--- src/rtl/cpu_pkg.sv ---
// Shared encodings and default widths for the block-move helper and its neighbours.
package cpu_pkg;
  localparam int CPU_AW = 16;
  localparam int CPU_DW = 16;

  typedef enum logic [1:0] {
    ST_IDLE  = 2'd0,
    ST_READ  = 2'd1,
    ST_WRITE = 2'd2,
    ST_DONE  = 2'd3
  } copy_state_e;
endpackage

--- src/rtl/mem_copy_wait_ctr.sv ---
// Read-latency counter: loaded on entry to READ, counts down, flags the last READ cycle.
module mem_copy_wait_ctr #(
  parameter int READ_LAT = 1
) (
  input  logic clk,
  input  logic rst_n,
  input  logic load,
  input  logic dec,
  output logic last
);
  localparam logic [1:0] LOAD_VAL = 2'(READ_LAT - 1);

  logic [1:0] cnt_q, cnt_d;

  always_comb begin
    cnt_d = cnt_q;
    if (load)                     cnt_d = LOAD_VAL;
    else if (dec && cnt_q != '0)  cnt_d = cnt_q - 2'd1;
  end

  always_ff @(posedge clk or negedge rst_n) begin
    if (!rst_n) cnt_q <= '0;
    else        cnt_q <= cnt_d;
  end

  assign last = (cnt_q == '0);
endmodule

--- src/rtl/mem_copy_engine.sv ---
// Block-move initiator: copies Length words src->dst over the DataMemory port, one read then one write per word.
module mem_copy_engine
  import cpu_pkg::*;
#(
  parameter int AW       = CPU_AW,
  parameter int DW       = CPU_DW,
  parameter int READ_LAT = 1
) (
  input  logic          Clock,
  input  logic          Reset_n,
  input  logic          Start,
  input  logic [AW-1:0] SrcAdresa,
  input  logic [AW-1:0] DstAdresa,
  input  logic [15:0]   Length,
  input  logic          Abort,
  output logic          Busy,
  output logic          Done,
  output logic [15:0]   WordsDone,
  output logic [AW-1:0] Adresa,
  output logic [DW-1:0] WriteData,
  output logic          MemWrite,
  output logic          MemRead,
  input  logic [DW-1:0] ReadData
);
  copy_state_e   state_q, state_d;
  logic [AW-1:0] src_q, src_d, dst_q, dst_d;
  logic [15:0]   rem_q, rem_d, words_q, words_d;
  logic [DW-1:0] data_q, data_d;
  logic          rd_last;

  // Reload the latency counter on every entry into READ, including from WRITE.
  mem_copy_wait_ctr #(.READ_LAT(READ_LAT)) u_wait (
    .clk   (Clock),
    .rst_n (Reset_n),
    .load  (state_d == ST_READ && state_q != ST_READ),
    .dec   (state_q == ST_READ),
    .last  (rd_last)
  );

  always_comb begin
    state_d = state_q;
    src_d   = src_q;
    dst_d   = dst_q;
    rem_d   = rem_q;
    words_d = words_q;
    data_d  = data_q;
    case (state_q)
      ST_IDLE: begin
        if (Start) begin
          words_d = '0;
          if (Length != '0) begin
            src_d   = SrcAdresa;
            dst_d   = DstAdresa;
            rem_d   = Length;
            state_d = ST_READ;
          end else begin
            state_d = ST_DONE;
          end
        end
      end
      ST_READ: begin
        if (Abort) begin
          state_d = ST_IDLE;
        end else if (rd_last) begin
          data_d  = ReadData;
          state_d = ST_WRITE;
        end
      end
      ST_WRITE: begin
        // The write commits on this edge regardless of Abort, so it is always counted.
        src_d   = src_q + AW'(1);
        dst_d   = dst_q + AW'(1);
        rem_d   = rem_q - 16'd1;
        words_d = words_q + 16'd1;
        if (Abort)               state_d = ST_IDLE;
        else if (rem_q == 16'd1) state_d = ST_DONE;
        else                     state_d = ST_READ;
      end
      ST_DONE: state_d = ST_IDLE;
      default: state_d = ST_IDLE;
    endcase
  end

  always_ff @(posedge Clock or negedge Reset_n) begin
    if (!Reset_n) begin
      state_q <= ST_IDLE;
      src_q   <= '0;
      dst_q   <= '0;
      rem_q   <= '0;
      words_q <= '0;
      data_q  <= '0;
    end else begin
      state_q <= state_d;
      src_q   <= src_d;
      dst_q   <= dst_d;
      rem_q   <= rem_d;
      words_q <= words_d;
      data_q  <= data_d;
    end
  end

  assign Busy      = (state_q == ST_READ) || (state_q == ST_WRITE);
  assign Done      = (state_q == ST_DONE);
  assign MemRead   = (state_q == ST_READ);
  assign MemWrite  = (state_q == ST_WRITE);
  assign Adresa    = (state_q == ST_READ)  ? src_q :
                     (state_q == ST_WRITE) ? dst_q : '0;
  assign WriteData = data_q;
  assign WordsDone = words_q;
endmodule

--- config.mk ---
export PLATFORM = sky130hd
export DESIGN_NAME = mem_copy_engine
export DESIGN_NICKNAME = d
export VERILOG_FILES = /design/src/rtl/cpu_pkg.sv /design/src/rtl/mem_copy_wait_ctr.sv /design/src/rtl/mem_copy_engine.sv
export SDC_FILE = /design/constraint.sdc
export NUM_CORES = 1
export LEC_CHECK = 0
export ABC_AREA = 1
export CORE_MARGIN = 4
export CORE_UTILIZATION = 55
export DETAILED_ROUTE_END_ITERATION = 8
export MAX_ROUTING_LAYER = met4
export PLACE_DENSITY = 0.88
export SYNTH_ARGS = -nofsm -noshare
export SYNTH_HDL_FRONTEND = slang
export SYNTH_SLANG_ARGS = --single-unit
--- constraint.sdc ---
create_clock -name Clock -period 5.1 [get_ports Clock]
set_input_delay 1.02 -clock Clock [delete_from_list [all_inputs] [get_ports Clock]]
set_output_delay 1.02 -clock Clock [all_outputs]
set_load 0.02 [all_outputs]
# Word-level counts from Yosys, hierarchy flattened
# Index checks and enable logic that the tools add are counted.
[word_totals] regBits=84 inputBits=68
[op_classes] add_sub_neg=5 n_eq_ne=8 n_mux=22 bitwise_logic=1 reduce_logical=12
[op_table] operator="16-bit 2-to-1 mux" count=9
[op_table] operator="16-bit case mux with 2 select lines" count=4
[op_table] operator="16-bit by 1-bit adder with 16-bit output, second input constant" count=3
[op_table] operator="16-bit by 1-bit equality test with 1-bit output, second input constant" count=1
[op_table] operator="2-bit 2-to-1 mux" count=8
[op_table] operator="16-bit nonzero test" count=1
[op_table] operator="16-bit by 1-bit subtractor with 16-bit output, second input constant" count=1
[op_table] operator="2-bit case mux with 4 select lines" count=1
[op_table] operator="3-bit AND reduction" count=2
[op_table] operator="2-bit nonzero test" count=3
[op_table] operator="2-bit by 1-bit equality test with 1-bit output, second input constant" count=2
[op_table] operator="2-bit equality test, second input constant" count=2
[op_table] operator="2-bit logical NOT" count=2
[op_table] operator="2-bit inequality test, second input constant" count=2
[op_table] operator="1-bit logical AND" count=2
[op_table] operator="2-bit by 1-bit inequality test with 1-bit output, second input constant" count=1
[op_table] operator="2-bit AND reduction" count=1
[op_table] operator="2-bit by 1-bit subtractor with 2-bit output, second input constant" count=1
[op_table] operator="1-bit logical OR" count=1
[op_table] operator="1-bit NOT" count=1

# Depth between registers and ports, before layout
# Gate-level depths: netlist of the first run.
[logic_depth] depth_word=7 mapped_depth=13 depth_no_buf=12

# Cells and area by module
# A second synthesis of the first run with hierarchy kept.
[hier_totals] cells_unflattened=814 area_unflattened_um2=5694.2
[by_module_without_submodules] module="mem_copy_engine" n_inst=1 cells_per_inst=797 area_each_um2=5571.6
[by_module_without_submodules] module="mem_copy_wait_ctr" n_inst=1 cells_per_inst=17 area_each_um2=122.6

# Worst setup path before layout of the first run
# OpenSTA, ideal clock, no wires.
[synth_path] kind="reg-to-output" from="reg state_q[0]" to="out Adresa[0]" arrival_ns=1.797 t_required_ns=4.080 setup_slack_ns=2.283 stages_incl_launch_ff=7 cell_sequence="dfrtp_1 inv_1 ha_1 buf_4 clkbuf_1 nand2_1 o21ai_0"
[synth_between] elab_chain_len=3 word_cells_on_any_way=4
[synth_lines] element="from (decl)" line="mem_copy_engine.sv:25" source="copy_state_e state_q, state_d;"
[synth_lines] element="from (signal assigned)" line="mem_copy_engine.sv:93" source="state_q <= state_d;"
[synth_lines] element="2-bit equality test"
[synth_lines] element="named net MemWrite" line="mem_copy_engine.sv:21" source="output logic MemWrite,"
[synth_lines] element="16-bit 2-to-1 mux" line="mem_copy_engine.sv:107" source="(state_q == ST_WRITE) ? dst_q : '0;"
[synth_lines] element="16-bit 2-to-1 mux" line="mem_copy_engine.sv:106" source="assign Adresa = (state_q == ST_READ) ? src_q :"
[synth_lines] element="to (decl)" line="mem_copy_engine.sv:19" source="output logic [AW-1:0] Adresa,"
# The timed path passes the listed nets, and every way through them passes these cells.

# Final worst setup path of the first run
[layout_path] from="reg state_q[1]" to="out Adresa[1]"
[layout_between] elab_chain_len=3 word_cells_on_any_way=4
[layout_lines] element="2-bit equality test" line="mem_copy_engine.sv:107"
[layout_lines] element="16-bit 2-to-1 mux" line="mem_copy_engine.sv:107"
[layout_lines] element="16-bit 2-to-1 mux (*)" line="mem_copy_engine.sv:106"
# Every way passes the cells marked *; elsewhere a longest branch is shown, timed or not.

==> results of run 1 <==
-- synth_stat cells, drive strengths merged --
cell type,n,area share [%]
buf,19,2.5
ha,10,2.3
nand3b,1,0.14
mux2,16,3.4
xnor2,3,0.49
dfrtp,84,39
nor4,1,0.12
o31ai,4,0.75
a31oi,6,0.70
nand3,50,4.8
clkbuf,8,0.58
nor3,24,2.9
a22oi,1,0.14
or2,3,0.35
xor2,7,1.1
nor3b,2,0.28
o21ai,73,7.2
nand2,158,11
nand4,22,2.6
o211ai,5,0.70
mux2i,1,0.19
a21oi,23,2.6
a211oi,1,0.14
nor2,115,8.2
inv,79,5.5
o22ai,15,1.7
-- sequential cells by signal, summed over array words and instances, names as in the netlist --
register	count
u_wait.cnt_q	2
WriteData	16
state_q	2
rem_q	16
WordsDone	16
dst_q	16
src_q	16
-- through the flow --
stage	cells	worst slack, ns	util, %	hold WS (ns)	power (W)
after global routing	971	0.880	72.4	0.537	0.00379
after CTS	971	1.11	72.4	0.517	0.00352
after floorplan	731	2.28	-	0.469	0.00239
after global placement	955	1.71	70.2	0.483	0.00294
after detailed placement	955	1.52	70.2	0.495	0.00300
final	971	1.06	72.4	0.512	0.00352
-- worst max-delay path: cells and delay by family (launching register included) --
family / cells / cell delay, ns
buffers and inverters: 3 / 1.20
AND/OR/NAND/NOR: 1 / 0.45
flip-flops: 1 / 0.44
adder cells (fa/ha/maj): 1 / 0.31
AO/OA/AOI/OAI: 1 / 0.24
-- how the worst min path moves through the flow --
stage	startpoint	to	slack, ns	depth (start not counted)
after floorplan	u_wait.cnt_q[0]$_DFFE_PN0P_	u_wait.cnt_q[0]$_DFFE_PN0P_	0.47	2
after global placement	u_wait.cnt_q[0]$_DFFE_PN0P_	u_wait.cnt_q[0]$_DFFE_PN0P_	0.48	2
after detailed placement	WriteData[5]$_DFFE_PN0P_	WriteData[5]$_DFFE_PN0P_	0.49	1
after CTS	WriteData[3]$_DFFE_PN0P_	WriteData[3]$_DFFE_PN0P_	0.52	1
final	WriteData[5]$_DFFE_PN0P_	WriteData[5]$_DFFE_PN0P_	0.51	1
after global routing	WriteData[7]$_DFFE_PN0P_	WriteData[7]$_DFFE_PN0P_	0.54	1
-- power by group --
group	internal (W)	switching [W]	total [W]	leakage, nW
registers	0.000935	0.000245	0.00118	1.05
logic	0.000720	0.00112	0.00183	1.83
clock network	0.000234	0.000275	0.000509	0.103
total	0.00189	0.00163	0.00352	2.98
-- per-layer routing --
metal | routed length, um | global-route usage (%) | vias up | part of all wire, %
met4 | 204 | 7.40 | 0 | 1.3
met1 | 6430 | 35.3 | 2554 | 43
met2 | 7330 | 44.5 | 224 | 48
met3 | 1160 | 6.62 | 24 | 7.6
met5 | 0 | - | - | 0
li1 | - | - | 2630 | -
-- cell families (layout without fill, tap and decap cells) --
family	after synthesis	count (layout)	share of synthesized area [%]
buffers and inverters	106	217	8.60
adder cells (fa/ha/maj)	10	10	2.33
multiplexers	17	17	3.54
AND/OR/NAND/NOR	376	376	30.8
AO/OA/AOI/OAI	128	128	14.0
XOR/XNOR	10	10	1.63
flip-flops	84	84	39.2
-- area by class of cell --
type / count / area [um^2] / area share [%]
clock buffers: 9 / 124 / 1.83
clock inverters: 7 / 80.1 / 1.18
inverters: 79 / 297 / 4.37
multi-input cells: 541 / 2810 / 41.4
flip-flops and latches: 84 / 2100 / 31.0
well taps: 129 / 161 / 2.38
repair buffers: 122 / 1210 / 17.9
==> results_dict.tcl, run 1 <==
set metrics [dict create \
    hpwl_um 11000 \
    drt_iter0_markers 394 \
    maxCapViolCount 0 \
    finalInstanceArea_um2 6780 \
    avgSynthCellArea_um2 7.34 \
    setup_tns_ns 0 \
    antenna_found_initial 0 \
    cts_sinks 84 \
    cp_common_cell "inv_1" \
    final_cell_mix "153 x nand2_1, 118 x clkdlybuf4s50_1, 112 x nor2_1" \
    finalCritPeriodShare_pct 79.2 \
    slew_viol_final 0 \
    final_common_cell "nand2_1" \
    drive_gt1_share_pct 9.03 \
    end_kind "primary output" \
    r2r_cells 9 \
    syn2layout_area_growth_pct 26.3 \
    syn_nets 809 \
    num_io_pins 120 \
    cts_tree "built" \
    leakage_nw 2.98 \
    r2r_start "state_q[0]$_DFF_PN0_" \
    worstSetupStartpointType "flop" \
    required_ns 4.08 \
    vias 5432 \
    postRouteAntennaNets 0 \
    core_area_um2 9370 \
    grt-ovfl-total 0 \
    worstSkewPairLatency_ns 0.37 \
    cp.arrival_ns 3.02 \
    cp_slowest_cell "clkdlybuf4s50_1" \
    vias_per_cell 5.59 \
    grt_setup_unrepaired "no" \
    setup_viol 0 \
    cts_hold_buf 0 \
    fin_crit_ns 4.04 \
    grt_pass1_wl_um 24800 \
    peakVddDrop_mv 0.356 \
    root_buffer "clkbuf_8" \
    hold_class "flop to flop" \
    start_util_pct 57.3 \
    clkTransAtPathRegs_ns 0.10 \
    die_y_um 107 \
    place_area_um2 6580 \
    maxSlewHeadroom_pct 42.1 \
    wl_per_cell_um 15.6 \
    htree_levels 3 \
    rr_endpoint "src_q[3]$_DFFE_PN0P_" \
    fin_skew_ns 0.0121 \
    status "finished, final reports clean" \
    rrSetupSlack_ns 1.83 \
    post_cts_buffers 0 \
    drt-total-wl_um 15100 \
    syn_area_um2 5370 \
    seq_area_frac_synth_pct 39.2 \
    cts_made_buffers 9 \
    ys_types 40 \
    dr.pass1.iters 5 \
    yosys_warnings 0 \
    critPathCapture "Adresa[1]" \
    route.detailed.drc 0 \
    final_nets 915 \
    max_stage_delay_ns 0.69 \
    clockBufferDepth 2 \
    port-buffer-count 119 \
    worst-path-max-fanout 16 \
    crit_chain "inv_1 > ha_1 > inv_1 > nand2_1 > o22ai_1 > clkdlybuf4s50_1" \
    track_usage_pct 27.6 \
    criticalPathCategory "flop to primary output" \
    worst_pin_slew_ns 0.867 \
    hold_viol 0 \
    cts_resized 0 \
    gp_routability_congestion 0.945 \
    netlist_instances 731 \
    dieArea_um2 11400 \
    rows 35 \
    die_x_um 107 \
    grt_max_degree 50 \
    insertedDiodeCount 0 \
    power.density_nw_per_um2 519 \
    ys_ff_latch 84 \
    fmax_mhz 247 \
    crit_path_start "state_q[1]$_DFF_PN0_" \
    grt_pass1_vias 5244 \
    fillers 791 \
]
Note: power is estimated with default switching activity, not from simulation.
==> inputs of run 2 (changes only) <==
Settings changed: CORE_UTILIZATION 55 to 51, PLACE_DENSITY 0.88 to 0.83.
Clock period 5.1 ns to 4.1 ns, I/O delays scaled along.
==> run 2 against run 1 <==
- critical endpoint is now Adresa[13]
- largest cell class unchanged
- power grew 23%
- routed wire length shrank 0.71%
- design area is essentially flat
- largest power group unchanged
- highest routed layer unchanged
- clock skew shrank 0.0033 ns
- sequential share of layout area is essentially flat
- register-to-register slack lost 0.73 ns
- critical path depth is the same
- setup slack lost 0.87 ns
==> results_dict.tcl, run 2 (synthesized netlist as in run 1, its figures left out) <==
set metrics [dict create \
    status "finished, final reports clean" \
    grt_pass1_vias 5280 \
    maxSlewHeadroom_pct 40.2 \
    p_sw_share_pct 46.1 \
    fin_skew_ns 0.00882 \
    grt_setup_unrepaired "no" \
    slew_viol_final 0 \
    antenna_found_initial 0 \
    pre_cts_ws_ns 0.643 \
    track_usage_pct 25.0 \
    rrSetupSlack_ns 1.10 \
    gp_routability_congestion 0.957 \
    start_util_pct 52.2 \
    die_y_um 111 \
    fmax_mhz 256 \
    worst-path-max-fanout 16 \
    hold_class "flop to flop" \
    final_common_cell "nand2_1" \
    insertedDiodeCount 0 \
    dieArea_um2 12200 \
    grt_max_degree 73 \
    setup_tns_ns 0 \
    wl_per_cell_um 15.4 \
    p_int_w 0.00234 \
    cts_sinks 84 \
    p_seq_share_pct 33.8 \
    vias 5488 \
    drive_gt1_share_pct 8.91 \
    worst_pin_slew_ns 0.895 \
    fin_crit_ns 3.91 \
    power.net_switching_w 0.00200 \
    syn2layout_area_growth_pct 26.3 \
    clock_power_share_pct 13.9 \
    post_cts_buffers 0 \
    die_x_um 111 \
    core_area_um2 10300 \
    postRouteAntennaNets 0 \
    cp_common_cell "inv_1" \
    dr.pass1.iters 5 \
    peakVddDrop_mv 0.430 \
    combPwrFrac_pct 52.3 \
    num_io_pins 120 \
    required_ns 3.28 \
    crit_chain "inv_1 > ha_1 > inv_1 > nand2_1 > o22ai_1 > clkdlybuf4s50_1" \
    hold_viol 0 \
    end_kind "primary output" \
    cp_slowest_cell "clkdlybuf4s50_1" \
    worstSkewPairLatency_ns 0.36 \
    port-buffer-count 119 \
    leakage_nw 2.97 \
    setup_viol 0 \
    clockBufferDepth 2 \
    htree_levels 3 \
    worstSetupStartpointType "flop" \
    drt_iter0_markers 394 \
    final_cell_mix "153 x nand2_1, 118 x clkdlybuf4s50_1, 112 x nor2_1" \
    cp.arrival_ns 3.09 \
    fillers 919 \
    drt-total-wl_um 15000 \
    fin_ws_ns 0.191 \
    rows 37 \
    max_stage_delay_ns 0.65 \
    grt-ovfl-total 0 \
    finalCritPeriodShare_pct 95.3 \
    cts_hold_buf 0 \
    hpwl_um 10600 \
    clkTransAtPathRegs_ns 0.09 \
    grt_pass1_wl_um 25000 \
    vias_per_cell 5.61 \
    final_nets 915 \
    route.detailed.drc 0 \
    power.density_nw_per_um2 640 \
    maxCapViolCount 0 \
    cts_made_buffers 9 \
    root_buffer "clkbuf_8" \
    cts_tree "built" \
    criticalPathCategory "flop to primary output" \
    cts_resized 0 \
]
run 2: power groups by stage:
stage	combinational (W)	clock [W]	sequential, W
after floorplan	0.00147	0	0.00150
after global placement	0.00220	0	0.00145
after detailed placement	0.00226	0	0.00147
after CTS	0.00228	0.000605	0.00146
after global routing	0.00251	0.000650	0.00151
final	0.00227	0.000602	0.00147
run 2: area by class of cell:
class | count | area [um^2] | share of cell area (%)
Multi-Input combinational cell | 541 | 2810 | 41.4
Sequential cell | 84 | 2100 | 31.0
Timing Repair Buffer | 122 | 1210 | 17.9
Inverter | 79 | 297 | 4.37
Tap cell | 136 | 170 | 2.51
Clock buffer | 10 | 128 | 1.88
Clock inverter | 6 | 65.1 | 0.960
run 2: layer usage:
layer	track usage, %	wire length, um	vias to the layer above
li1	-	-	2632
met1	32.4	6480	2575
met5	-	0	-
met4	6.16	229	0
met3	5.64	1270	25
met2	40.1	7040	256
run 2: worst paths after layout:
check	cells after the start	from	to
hold / removal	1	WriteData[7]$_DFFE_PN0P_	WriteData[7]$_DFFE_PN0P_
setup / recovery	6	state_q[1]$_DFF_PN0_	Adresa[13]
setup reg to reg	9	state_q[0]$_DFF_PN0_	rem_q[7]$_DFFE_PN0P_
hold reg to reg	1	WriteData[7]$_DFFE_PN0P_	WriteData[7]$_DFFE_PN0P_
min in group asynchronous	1	Reset_n	dst_q[9]$_DFFE_PN0P_
max in group asynchronous	2	Reset_n	rem_q[13]$_DFFE_PN0P_
run 2: stage by stage:
step	utilization [%]	cells	total power [W]	instance area [um^2]	hold slack, ns
2_1_floorplan	-	731	0.00297	5370	0.469
3_3_place_gp	64.1	962	0.00364	6590	0.484
3_5_place_dp	64.1	962	0.00373	6590	0.493
4_1_cts	66.0	978	0.00434	6780	0.515
5_1_grt	66.0	978	0.00468	6780	0.530
6_report	66.0	978	0.00434	6780	0.510
run 2: critical path, delay by kind of cell, from the launching register on:
kind / cells / cell delay [ns]
buffers and inverters: 3 / 1.18
and+or+nand+nor: 1 / 0.48
adders and majority gates: 1 / 0.31
AOI/OAI and AO/OA: 1 / 0.31
DFF: 1 / 0.43
==> inputs of run 3 (changes only) <==
Settings changed: CORE_MARGIN 4 to default.
==> run 3 against run 2 <==
- final cell count shrank 0.20%
- power is 1.4% lower
- critical path depth unchanged
- setup slack improved by 0.045 ns
- worst hold slack improved by 0.00093 ns
- routed wire length decreased by 3.7%
- the run now ends with design-rule violations left
- core utilization decreased by 0.30 points
- maximum frequency rose by 1.2%
- sequential cell count unchanged
- via count shrank 0.67%
- critical path type unchanged
- design area down 0.46%
==> results_dict.tcl, run 3 (synthesized netlist as in run 1, its figures left out) <==
set metrics [dict create \
    grt_max_degree 85 \
    setup_viol 0 \
    worst_pin_slew_ns 1.12 \
    vias 5451 \
    port-buffer-count 119 \
    maxSlewHeadroom_pct 25.6 \
    core_area_um2 10300 \
    cts_sinks 84 \
    syn2layout_area_growth_pct 25.7 \
    hold_viol 0 \
    power.net_switching_w 0.00197 \
    crit_buf_inv 3 \
    post_cts_buffers 0 \
    start_util_pct 52.2 \
    num_io_pins 120 \
    place_area_um2 6580 \
    end_kind "primary output" \
    cts_tree "built" \
    route.detailed.drc 2 \
    wl_per_cell_um 14.8 \
    required_ns 3.28 \
    clock_power_share_pct 13.0 \
    final_nets 914 \
    grt-ovfl-total 0 \
    gp_routability_congestion 0.908 \
    status "finished, violations left" \
    p_sw_share_pct 46.1 \
    grt_setup_unrepaired "no" \
    setup_tns_ns 0 \
    cp_top_family "buffers and inverters" \
    drive_gt1_share_pct 8.57 \
    fin_skew_ns 0.00764 \
    die_y_um 105 \
    grt_pass1_wl_um 23800 \
    leakage_nw 2.96 \
    final_common_cell "nand2_1" \
    die_x_um 105 \
    rows 37 \
    fmax_mhz 259 \
    worstSetupStartpointType "flop" \
    slew_viol_final 0 \
    power.density_nw_per_um2 634 \
    maxCapViolCount 0 \
    hpwl_um 9990 \
    finalCritPeriodShare_pct 94.3 \
    clockBufferDepth 2 \
    dr.pass1.iters 8 \
    cts_resized 0 \
    worstSkewPairLatency_ns 0.38 \
    finalInstanceArea_um2 6750 \
    cp_slowest_cell "clkdlybuf4s50_1" \
    grt_pass1_vias 5015 \
    dieArea_um2 10900 \
    final_cell_mix "153 x nand2_1, 118 x clkdlybuf4s50_1, 112 x nor2_1" \
    cts_made_buffers 9 \
    postRouteAntennaNets 0 \
    drt-total-wl_um 14500 \
    cts_hold_buf 0 \
    p_seq_share_pct 34.1 \
    p_int_w 0.00231 \
    htree_levels 3 \
    insertedDiodeCount 0 \
    register_area_um2 2100 \
    vias_per_cell 5.59 \
    antenna_found_initial 0 \
    criticalPathCategory "flop to primary output" \
    max_stage_delay_ns 0.65 \
    track_usage_pct 28.1 \
    violations "design-rule violations" \
    fin_crit_ns 3.86 \
    cp.arrival_ns 3.04 \
    multiInputGateArea_um2 2810 \
    peakVddDrop_mv 0.386 \
    clkTransAtPathRegs_ns 0.08 \
    root_buffer "clkbuf_8" \
    hold_class "flop to flop" \
    combPwrFrac_pct 52.9 \
    crit_chain "inv_1 > ha_1 > inv_1 > nand2_1 > o22ai_1 > clkdlybuf4s50_1" \
    cp_common_cell "inv_1" \
    drt_iter0_markers 398 \
    fillers 894 \
    worst-path-max-fanout 16 \
]
==> run 3: power by group through the flow <==
stage,registers [W],clock network (W),logic [W]
after floorplan,0.00150,0,0.00147
after global placement,0.00145,0,0.00219
after detailed placement,0.00147,0,0.00224
after CTS,0.00145,0.000569,0.00226
after global routing,0.00151,0.000600,0.00249
final,0.00146,0.000557,0.00226
==> run 3: per-layer routing <==
metal,GRT usage [%],part of all wire (%),up-vias
met1,36.6,44,2591
met5,-,0,-
met2,42.5,46,204
met3,7.42,7.6,25
met4,9.86,2.0,0
li1,-,-,2631
==> run 3: through the flow <==
stage / util (%) / power (W) / instances / worst slack [ns] / hold WS, ns
after floorplan: - / 0.00297 / 731 / 1.48 / 0.469
after global placement: 64.0 / 0.00364 / 961 / 0.832 / 0.481
after detailed placement: 64.0 / 0.00371 / 961 / 0.703 / 0.493
after CTS: 65.7 / 0.00428 / 976 / 0.286 / 0.512
after global routing: 65.7 / 0.00460 / 976 / 0.0463 / 0.533
final: 65.7 / 0.00428 / 976 / 0.236 / 0.511
==> run 3: worst paths after layout <==
| kind | from | end | slack (ns) | cells past startpoint |
|---|---|---|---|---|
| worst min register to register | WriteData[5]$_DFFE_PN0P_ | WriteData[5]$_DFFE_PN0P_ | 0.51 | 1 |
| min in group asynchronous | Reset_n | dst_q[9]$_DFFE_PN0P_ | 0.62 | 1 |
| worst max register to register | state_q[0]$_DFF_PN0_ | rem_q[5]$_DFFE_PN0P_ | 1.09 | 10 |
| max in group asynchronous | Reset_n | WordsDone[6]$_DFFE_PN0P_ | 2.74 | 1 |
| worst min-delay path | WriteData[5]$_DFFE_PN0P_ | WriteData[5]$_DFFE_PN0P_ | 0.51 | 1 |
| worst max-delay path | state_q[1]$_DFF_PN0_ | Adresa[8] | 0.24 | 6 |
==> run 3: area by class of cell <==
class	count	share of cell area (%)
tap	136	2.52
clock buffer	13	2.35
multi-input combinational	541	41.6
clock inverter	2	0.148
sequential	84	31.1
timing repair buffer	121	17.8
inverter	79	4.39
